## config.mk

```make
export PLATFORM = sky130hd
export DESIGN_NAME = cla_4_bits
export DESIGN_NICKNAME = d
export VERILOG_FILES = /design/src/rtl/cla_4_bits_pkg.sv /design/src/rtl/cla_4_bits_pg.sv /design/src/rtl/cla_4_bits.sv
export SDC_FILE = /design/constraint.sdc
export NUM_CORES = 1
export LEC_CHECK = 0
export ABC_CLOCK_PERIOD_IN_PS = 2870
export CAP_MARGIN = 10
export CORE_AREA = 2 2 39 41
export CTS_BUF_LIST = sky130_fd_sc_hd__clkbuf_4 sky130_fd_sc_hd__clkbuf_8
export DETAILED_ROUTE_END_ITERATION = 16
export DIE_AREA = 0 0 41 43
export GPL_ROUTABILITY_DRIVEN = 0
export SLEW_MARGIN = 15
export SYNTH_ARGS = -nofsm -noshare
export SYNTH_HDL_FRONTEND = slang
export SYNTH_SLANG_ARGS = --single-unit
```

## constraint.sdc

```tcl
create_clock -name clk -period 2.87 [get_ports clk]
set_input_delay 0.287 -clock clk [delete_from_list [all_inputs] [get_ports clk]]
set_output_delay 0.287 -clock clk [all_outputs]
set_load 0.02 [all_outputs]
```

## src/rtl/cla_4_bits_pkg.sv

```systemverilog
// Shared types for the 4-bit carry-lookahead adder slice.
package cla_4_bits_pkg;
  typedef logic [3:0] nibble_t;
endpackage

```

## src/rtl/cla_4_bits_pg.sv

```systemverilog
// Generate/propagate network for the 4-bit CLA: per-bit P/G, flat carries C1..C4
// and the group PG/GG terms used by a parent lookahead level.
module cla_4_bits_pg
  import cla_4_bits_pkg::*;
(
  input  nibble_t    a,
  input  nibble_t    b,
  input  logic       cin,
  output nibble_t    p,
  output nibble_t    g,
  output logic [4:1] c,
  output logic       pg,
  output logic       gg
);

  always_comb begin
    g = a & b;
    p = a ^ b;

    // Every carry is a flat sum-of-products so no term waits on a lower carry.
    c[1] = g[0]
         | (p[0] & cin);
    c[2] = g[1]
         | (p[1] & g[0])
         | (p[1] & p[0] & cin);
    c[3] = g[2]
         | (p[2] & g[1])
         | (p[2] & p[1] & g[0])
         | (p[2] & p[1] & p[0] & cin);
    c[4] = g[3]
         | (p[3] & g[2])
         | (p[3] & p[2] & g[1])
         | (p[3] & p[2] & p[1] & g[0])
         | (p[3] & p[2] & p[1] & p[0] & cin);

    pg = &p;
    gg = g[3]
       | (p[3] & g[2])
       | (p[3] & p[2] & g[1])
       | (p[3] & p[2] & p[1] & g[0]);
  end

endmodule

```

## src/rtl/cla_4_bits.sv

```systemverilog
// 4-bit carry-lookahead adder: combinational Sum/Cout/PG/GG plus a registered
// copy of Sum/Cout for pipelined consumers.
module cla_4_bits
  import cla_4_bits_pkg::*;
(
  input  logic       clk,
  input  logic       rst_n,
  input  logic [3:0] A,
  input  logic [3:0] B,
  input  logic       Cin,
  output logic [3:0] Sum,
  output logic       Cout,
  output logic       PG,
  output logic       GG,
  output logic [3:0] sum_q,
  output logic       cout_q
);

  nibble_t    p;
  nibble_t    g;
  logic [4:1] c;
  nibble_t    sum_d;
  logic       cout_d;

  cla_4_bits_pg u_pg (
    .a   (A),
    .b   (B),
    .cin (Cin),
    .p   (p),
    .g   (g),
    .c   (c),
    .pg  (PG),
    .gg  (GG)
  );

  always_comb begin
    sum_d  = p ^ {c[3:1], Cin};
    cout_d = c[4];
    Sum    = sum_d;
    Cout   = cout_d;
  end

  always_ff @(posedge clk or negedge rst_n) begin
    if (!rst_n) begin
      sum_q  <= '0;
      cout_q <= 1'b0;
    end else begin
      sum_q  <= sum_d;
      cout_q <= cout_d;
    end
  end

endmodule

```

# [Yosys cells after proc, flatten, opt, wreduce, memory -nomap -nowiden]
# Index checks and enable logic that the tools add are counted.
[classes] bitwise=29 n_reduce_logical=1
[op_table] cell="1-bit AND" count=16
[op_table] cell="1-bit OR" count=10
[op_table] cell="4-bit XOR" count=2
[op_table] cell="4-bit AND" count=1
[op_table] cell="4-bit AND reduction" count=1
[word_totals] regBits=5 input_bits=11 out_inout_bits=12 wordCells=32

# [Depth between registers and ports, before layout]
# Gate-level depths: netlist (run 1).
[logic_depth] word_depth=6 ltp_mapped=4 depth_no_buf=4

# [Cells and area by module]
# From an unflattened synthesis (run 1), not the netlist that was laid out.
[unflattened] hier_cells=24 area_unflattened_um2=269.0
[modules_own_cells] mod="cla_4_bits" n_inst=1 cells_each=9 area_per_inst_um2=160.2 seq_area_each_um2=125.1
[modules_own_cells] mod="cla_4_bits_pg" n_inst=1 cells_each=15 area_per_inst_um2=108.9 seq_area_each_um2=0.0

# [Worst setup path before layout (run 1)]
# No wires, ideal clock.
[synth_path] kind="in2out" startpoint="input port A[1]" endpoint="output port Sum[3]" arrival_ns=1.319 required_time_ns=2.583 slack_ns=1.264 stages=4 n_path_buf=0 cell_sequence="ha_1 > a41oi_2 > o21ai_2 > xor2_1"
[synth_via] elab_chain_len=6 elab_cells_between_ends=11 classes_between="11 x bitwise"
[synth_lines] item="from (decl)" line_no="cla_4_bits.sv:8" source="input logic [3:0] A,"
[synth_lines] item="4-bit AND or 4-bit XOR (tied branches)" line_no="cla_4_bits_pg.sv:17, cla_4_bits_pg.sv:18"
[synth_lines] item="1-bit AND, on equally long branches" line_no="cla_4_bits_pg.sv:27, cla_4_bits_pg.sv:28, cla_4_bits_pg.sv:29"
[synth_lines] item="1-bit OR, or another cell as far along" line_no="cla_4_bits_pg.sv:27" source="| (p[2] & g[1])"
[synth_lines] item="1-bit OR or 1-bit AND (tied branches)" line_no="cla_4_bits_pg.sv:28, cla_4_bits_pg.sv:29"
[synth_lines] item="1-bit OR (*)" line_no="cla_4_bits_pg.sv:29" source="| (p[2] & p[1] & p[0] & cin);"
[synth_lines] item="4-bit XOR (*)" line_no="cla_4_bits.sv:37" source="sum_d = p ^ {c[3:1], Cin};"
[synth_lines] item="to (decl)" line_no="cla_4_bits.sv:11" source="output logic [3:0] Sum,"
# Mark *: on every way between the ends. The rest lies on a longest branch, timed or not.

# [Worst setup path in the final report (run 1)]
[layout_path] startpoint="input port A[0]" endpoint="output port Sum[2]"
[layout_via] elab_chain_len=5 elab_cells_between_ends=8 classes_between="8 x bitwise"
[layout_lines] item="4-bit AND or 4-bit XOR (tied branches)" line_no="cla_4_bits_pg.sv:17, cla_4_bits_pg.sv:18"
[layout_lines] item="1-bit AND, on equally long branches" line_no="cla_4_bits_pg.sv:24, cla_4_bits_pg.sv:25"
[layout_lines] item="1-bit OR or 1-bit AND (tied branches)" line_no="cla_4_bits_pg.sv:24, cla_4_bits_pg.sv:25"
[layout_lines] item="1-bit OR (*)" line_no="cla_4_bits_pg.sv:25" source="| (p[1] & p[0] & cin);"
[layout_lines] item="4-bit XOR (*)" line_no="cla_4_bits.sv:37"
# Marked as above.

==> results of run 1 <==
sequential cells by signal (all words and copies together) (netlist names):
| register | flops |
|---|---|
| sum_q | 4 |
| cout_q | 1 |
final cells by class:
type,instances,area [um^2]
clock buffers,3,22.5
fillers,139,785
repair buffers,22,220
clock inverters,1,5.00
multi-input cells,18,188
inverters,5,18.8
well taps,16,20.0
flip-flops and latches,5,125
per-stage QoR:
stage / worst slack (ps) / area, um^2 / cells / hold slack [ps] / total power (W)
floorplan: 1260 / 332 / 28 / -8.59 / 0.000160
global placement: 341 / 572 / 66 / 520 / 0.000234
detailed placement: 317 / 572 / 66 / 523 / 0.000235
CTS: 322 / 599 / 70 / 254 / 0.000320
global route: 260 / 599 / 70 / 274 / 0.000334
finish: 349 / 599 / 70 / 258 / 0.000312
worst max-delay path: cells and delay by family:
family,cells,cell delay [ps]
xor+xnor,1,160
buf+inv,2,1090
fa+ha+maj,1,350
compound gates,2,350
path summary, 6_finish.rpt:
path / from / endpoint / slack [ps] / cells after the start
setup / recovery: A[0] / Sum[2] / 350 / 6
hold / removal: rst_n / sum_q[3] / 260 / 1
max in group asynchronous: rst_n / cout_q / 2420 / 1
min in group clk: B[3] / cout_q / 820 / 3
synthesized netlist by cell type:
cell type  count  share of area, %
xor2_1         1               2.6
o21ai_2        1               2.6
inv_1          5               5.7
a21o_1         3               6.8
dfrtp_1        5                38
o21bai_1       1               2.3
and4_2         1               3.0
xnor2_1        2               5.3
a21oi_1        1               1.5
fa_1           1               6.0
a21oi_2        1               2.6
a41oi_2        1               4.9
ha_1           5                19
cell families after synthesis:
kind of cell    count (synthesis)
fa+ha+maj                       6
flops                           5
buf+inv                         5
simple gates                    1
xor+xnor                        3
compound gates                  8
power by group through the flow:
stage	registers, W	logic, W	clock network [W]
3_3_place_gp	0.0000864	0.000147	0
5_1_grt	0.0000872	0.000160	0.0000872
4_1_cts	0.0000860	0.000148	0.0000855
3_5_place_dp	0.0000871	0.000148	0
2_1_floorplan	0.000104	0.0000561	0
6_report	0.0000858	0.000146	0.0000797
metal layers:
metal / GRT usage, % / vias up
met1: 10.9 / 128
met2: 14.4 / 17
met3: 2.09 / 0
met5: 0 / -
met4: 10.0 / 0
li1: - / 149
==> results.toml, run 1 <==
[yosys]
yosysSeqAreaShare_pct = 37.7
synthMuxAreaShare_pct = 0
synth_compound_area_share_pct = 20.8
avgSynthCellArea_um2 = 11.8
ys_ff_latch = 5
ys_types = 13
synth_adder_area_share_pct = 24.9
synth_top_family_by_area = "adder cells"
synthSimpleGateAreaFrac_pct = 3.02
synthCells = 28
synth_nets = 45
synth-warning-count = 0
synth-xor-area-share_pct = 7.92
synth_area_um2 = 332

[pwr]
p_comb_share_pct = 46.9
powerDensity_nw_per_um2 = 520
p_int_w = 0.000209
pwr-share-seq_pct = 27.5
p_leak_nw = 0.280
pwr-share-clk_pct = 25.6
switchingPower_w = 0.000103
swShare_pct = 33.1
vdd_drop_max_uv = 143

[sta]
rsz0062_at_grt = "no"
worstMarginPinSlew_ps = 222
setup-tns-final_ps = 0
fmax_mhz = 397
fin_crit_ps = 2520
setup_viol = 0
slew_viol_final = 0
fin_crit_sh_pct = 87.8
hold_viol = 0
slew_headroom_pct = 85.1

[drt]
wl_met1_um = 230
ant_nets = 0
wl_met3_um = 91
num_vias = 294
detail_route.wl_per_cell_um = 8.84
drt-total-wl_um = 619
top_layer_used = "met3"
firstDrtPassIters = 1
wl_met2_um = 297
drc = 0
routed_via_density = 4.20
drtIter0Drc = 0

[layout]
diodes = 0
synthToLayoutAreaGrowth_pct = 80.8
utilization_pct = 43.3
drive_gt1_share_pct = 14.8
final_cell_mix = "clkdlybuf4s50_1 (22), inv_1 (5), ha_1 (5), dfrtp_1 (5)"
fin_nets = 72
layout_commonest_cell = "clkdlybuf4s50_1"

[floorplan]
fp.dieH_um = 43
fp-row-count = 14
pin_count = 23
die_w_um = 41
dieArea_um2 = 1760
design.core.area_um2 = 1380
start_util_pct = 24.0

[worst_hold_path]
min_path_type = "input port to asynchronous set/reset pin"

[cts]
post_cts_buffers = 0
clk_pin_slew_ps = 50
cts-root-buf = "clkbuf_4"
cts_buffers = 3
cts_tree = "done"
cts.sinks = 5
clockBufferDepth = 2
h-tree-depth = 1
cts_resized = 0
cts_hold_buf = 0

[setup_path]
crit_path_frequent_cell = "clkdlybuf4s50_1"
timing.critical_path.cells = "clkdlybuf4s50_1 > ha_1 > a21o_1 > a21oi_1 > xnor2_1 > clkdlybuf4s50_1"
crit_type = "input port to primary output"
slowest_stage = "clkdlybuf4s50_1"
required_ps = 2580
cpPeakStageDelay_ps = 640
worstSetupEndpointType = "primary output"
critPathMaxFanout = 3
cp.arrival_ps = 2230
start_kind = "input port"

[global_routing]
grt.overflow.total = 0
grtUsageTotal_pct = 9.94
grt_pass1_vias = 296
grt_start_max_net_pins = 6
antenna_found_initial = 0
grt_pass1_wl_mm = 1.16

[run]
maxCapViolCount = 0

[placement]
numPortBuffers = 22

[status]
status = "completed"
Note: power is estimated with default switching activity, not from simulation.
==> run 2: changes to the inputs <==
- CAP_MARGIN: 10 -> unset
- CTS_CLUSTER_SIZE: unset -> 25
==> results of run 2 <==
No change in the layout: final DEF, timing and power equal those of run 1.
==> run 3: changes to the inputs <==
- SYNTH_HIERARCHICAL: unset -> 1
==> run 3 against run 2 <==
Against the previous run: fmax shrank 8.7%; setup slack got worse by 240 ps; sequential cell count stayed put; sequential share of layout area grew 2.0 points; routed wire length is 3.1% lower; sequential power barely moved; first-iteration DRC count is 2 higher; critical path depth up 2; global-route usage fell by 0.89 points; critical endpoint is now Sum[3]; highest routed layer is now met4.
==> results.toml, run 3 <==
[cts]
post_cts_buffers = 0
cts_resized = 0
cts_hold_buf = 0
cts_buffers = 3
clk_pin_slew_ps = 40
h-tree-depth = 1
cts-root-buf = "clkbuf_4"
clockBufferDepth = 2
cts_tree = "done"
cts.sinks = 5

[layout]
reg.largest.list = "sum_q: 4 flops, cout_q: 1 flops"
largest_reg_flops = 4
layout_commonest_cell = "clkdlybuf4s50_1"
utilization_pct = 39.5
final_cell_mix = "clkdlybuf4s50_1 (22), dfrtp_1 (5), xor2_1 (4), clkbuf_4 (4), ha_1 (4)"
synthToLayoutAreaGrowth_pct = 103
diodes = 0
top_register = "sum_q"
fin_nets = 67
drive_gt1_share_pct = 13.7

[run]
maxCapViolCount = 0

[yosys]
synthTopCellsByCount = "dfrtp_1 (5), ha_1 (4), xor2_1 (4)"
synth_area_um2 = 269
ys_ff_latch = 5
yosysTopAreaCellShare_pct = 46.5
synth_nets = 39
ys.flop_type = "dfrtp_1"
ys_types = 10
synth.most_common_cell = "dfrtp_1"
synth_top_cell_by_area = "dfrtp_1"
synth_edf_count = 0
yosysSeqAreaShare_pct = 46.5
synth_area_leaders = "dfrtp_1 (47%), ha_1 (19%), xor2_1 (13%), a21o_1 (5.6%), a21oi_1 (3.7%)"
avgSynthCellArea_um2 = 11.2
synthCells = 24
synthArstFlopShare_pct = 100
synth-warning-count = 6

[floorplan]
start_util_pct = 19.4
design.core.area_um2 = 1380
fp.dieH_um = 43
pin_count = 23
die_w_um = 41
fp-row-count = 14
dieArea_um2 = 1760

[drt]
firstDrtPassIters = 4
num_vias = 274
drt-total-wl_um = 600
drtIter0Drc = 2
detail_route.wl_per_cell_um = 8.96
routed_via_density = 4.09
ant_nets = 0
drc = 0

[sta]
worstMarginPinSlew_ps = 217
slew_viol_final = 0
fmax_mhz = 362
fin_crit_ps = 2760
rsz0062_at_grt = "no"
hold_viol = 0
setup-tns-final_ps = 0
setup_viol = 0
fin_crit_sh_pct = 96.2
slew_headroom_pct = 85.5

[setup_path]
crit_buf_inv = 3
crit_start = "A[0]"
start_kind = "input port"
required_ps = 2580
timing.critical_path.cells = "clkdlybuf4s50_1 > ha_1 > a21o_1 > a21oi_2 > inv_2 > a21o_1 > xor2_1 > clkdlybuf4s50_1"
cp_top_family = "buffers and inverters"
worstSetupEndpointType = "primary output"
critPathMaxFanout = 2
slowest_stage = "clkdlybuf4s50_1"
cpPeakStageDelay_ps = 640
crit_type = "input port to primary output"
cp.arrival_ps = 2470

[pwr]
p_leak_nw = 0.249
vdd_drop_max_uv = 193
powerDensity_nw_per_um2 = 581

[placement]
numPortBuffers = 22

[global_routing]
grt_pass1_wl_mm = 1.00
grt.overflow.total = 0
grt_pass1_vias = 269
grt_start_max_net_pins = 6
antenna_found_initial = 0
grtUsageTotal_pct = 9.05

[worst_hold_path]
min_path_type = "input port to asynchronous set/reset pin"

[status]
status = "completed"
==> run 3: cell count changes after synthesis, sizes merged, moves of 2 or more <==
cell / change
inv: -4
xor2: +3
nand2: +2
xnor2: -2
==> run 3: worst max-delay path by stage <==
stage               slack, ps  cells past startpoint      to
floorplan                 990                      6  Sum[3]
global placement          140                      8  Sum[3]
detailed placement        100                      8  Sum[3]
CTS                       100                      8  Sum[3]
global route               10                      8  Sum[3]
finish                    110                      8  Sum[3]
==> run 3: final cells by class <==
| class | count | area, um^2 |
|---|---|---|
| sequential | 5 | 125 |
| multi-input combinational | 18 | 140 |
| fill | 149 | 837 |
| timing repair buffer | 23 | 228 |
| clock buffer | 4 | 30.0 |
| tap | 16 | 20.0 |
| inverter | 1 | 3.75 |
==> run 3: through the flow <==
step           instance area (um^2)  std cells  power (W)  hold WS (ps)  setup WS [ps]
4_1_cts                         547         67   0.000325           257           95.3
6_report                        547         67   0.000318           261            109
3_3_place_gp                    517         63   0.000230           513            139
3_5_place_dp                    517         63   0.000231           519            100
5_1_grt                         547         67   0.000336           283           11.4
2_1_floorplan                   269         24   0.000155         -8.59            993
==> run 3: metal layers <==
layer,part of all wire (%),track usage [%]
met3,12,2.09
met1,38,9.39
met4,1.5,12.0
met2,49,12.2
met5,0,0
==> run 3: logic make-up after synthesis <==
logic type	share of synthesized area, %
adders and majority gates	18.6
AOI/OAI and AO/OA	16.3
xor gates and xnor gates	13.0
DFF	46.5
buffers and inverters	1.39
and+or+nand+nor	4.19
==> run 3: report_power, final <==
| part | switching [W] | internal (W) |
|---|---|---|
| registers | 0.00000292 | 0.0000832 |
| clock network | 0.0000277 | 0.0000619 |
| logic | 0.0000690 | 0.0000729 |
| total | 0.0000995 | 0.000218 |
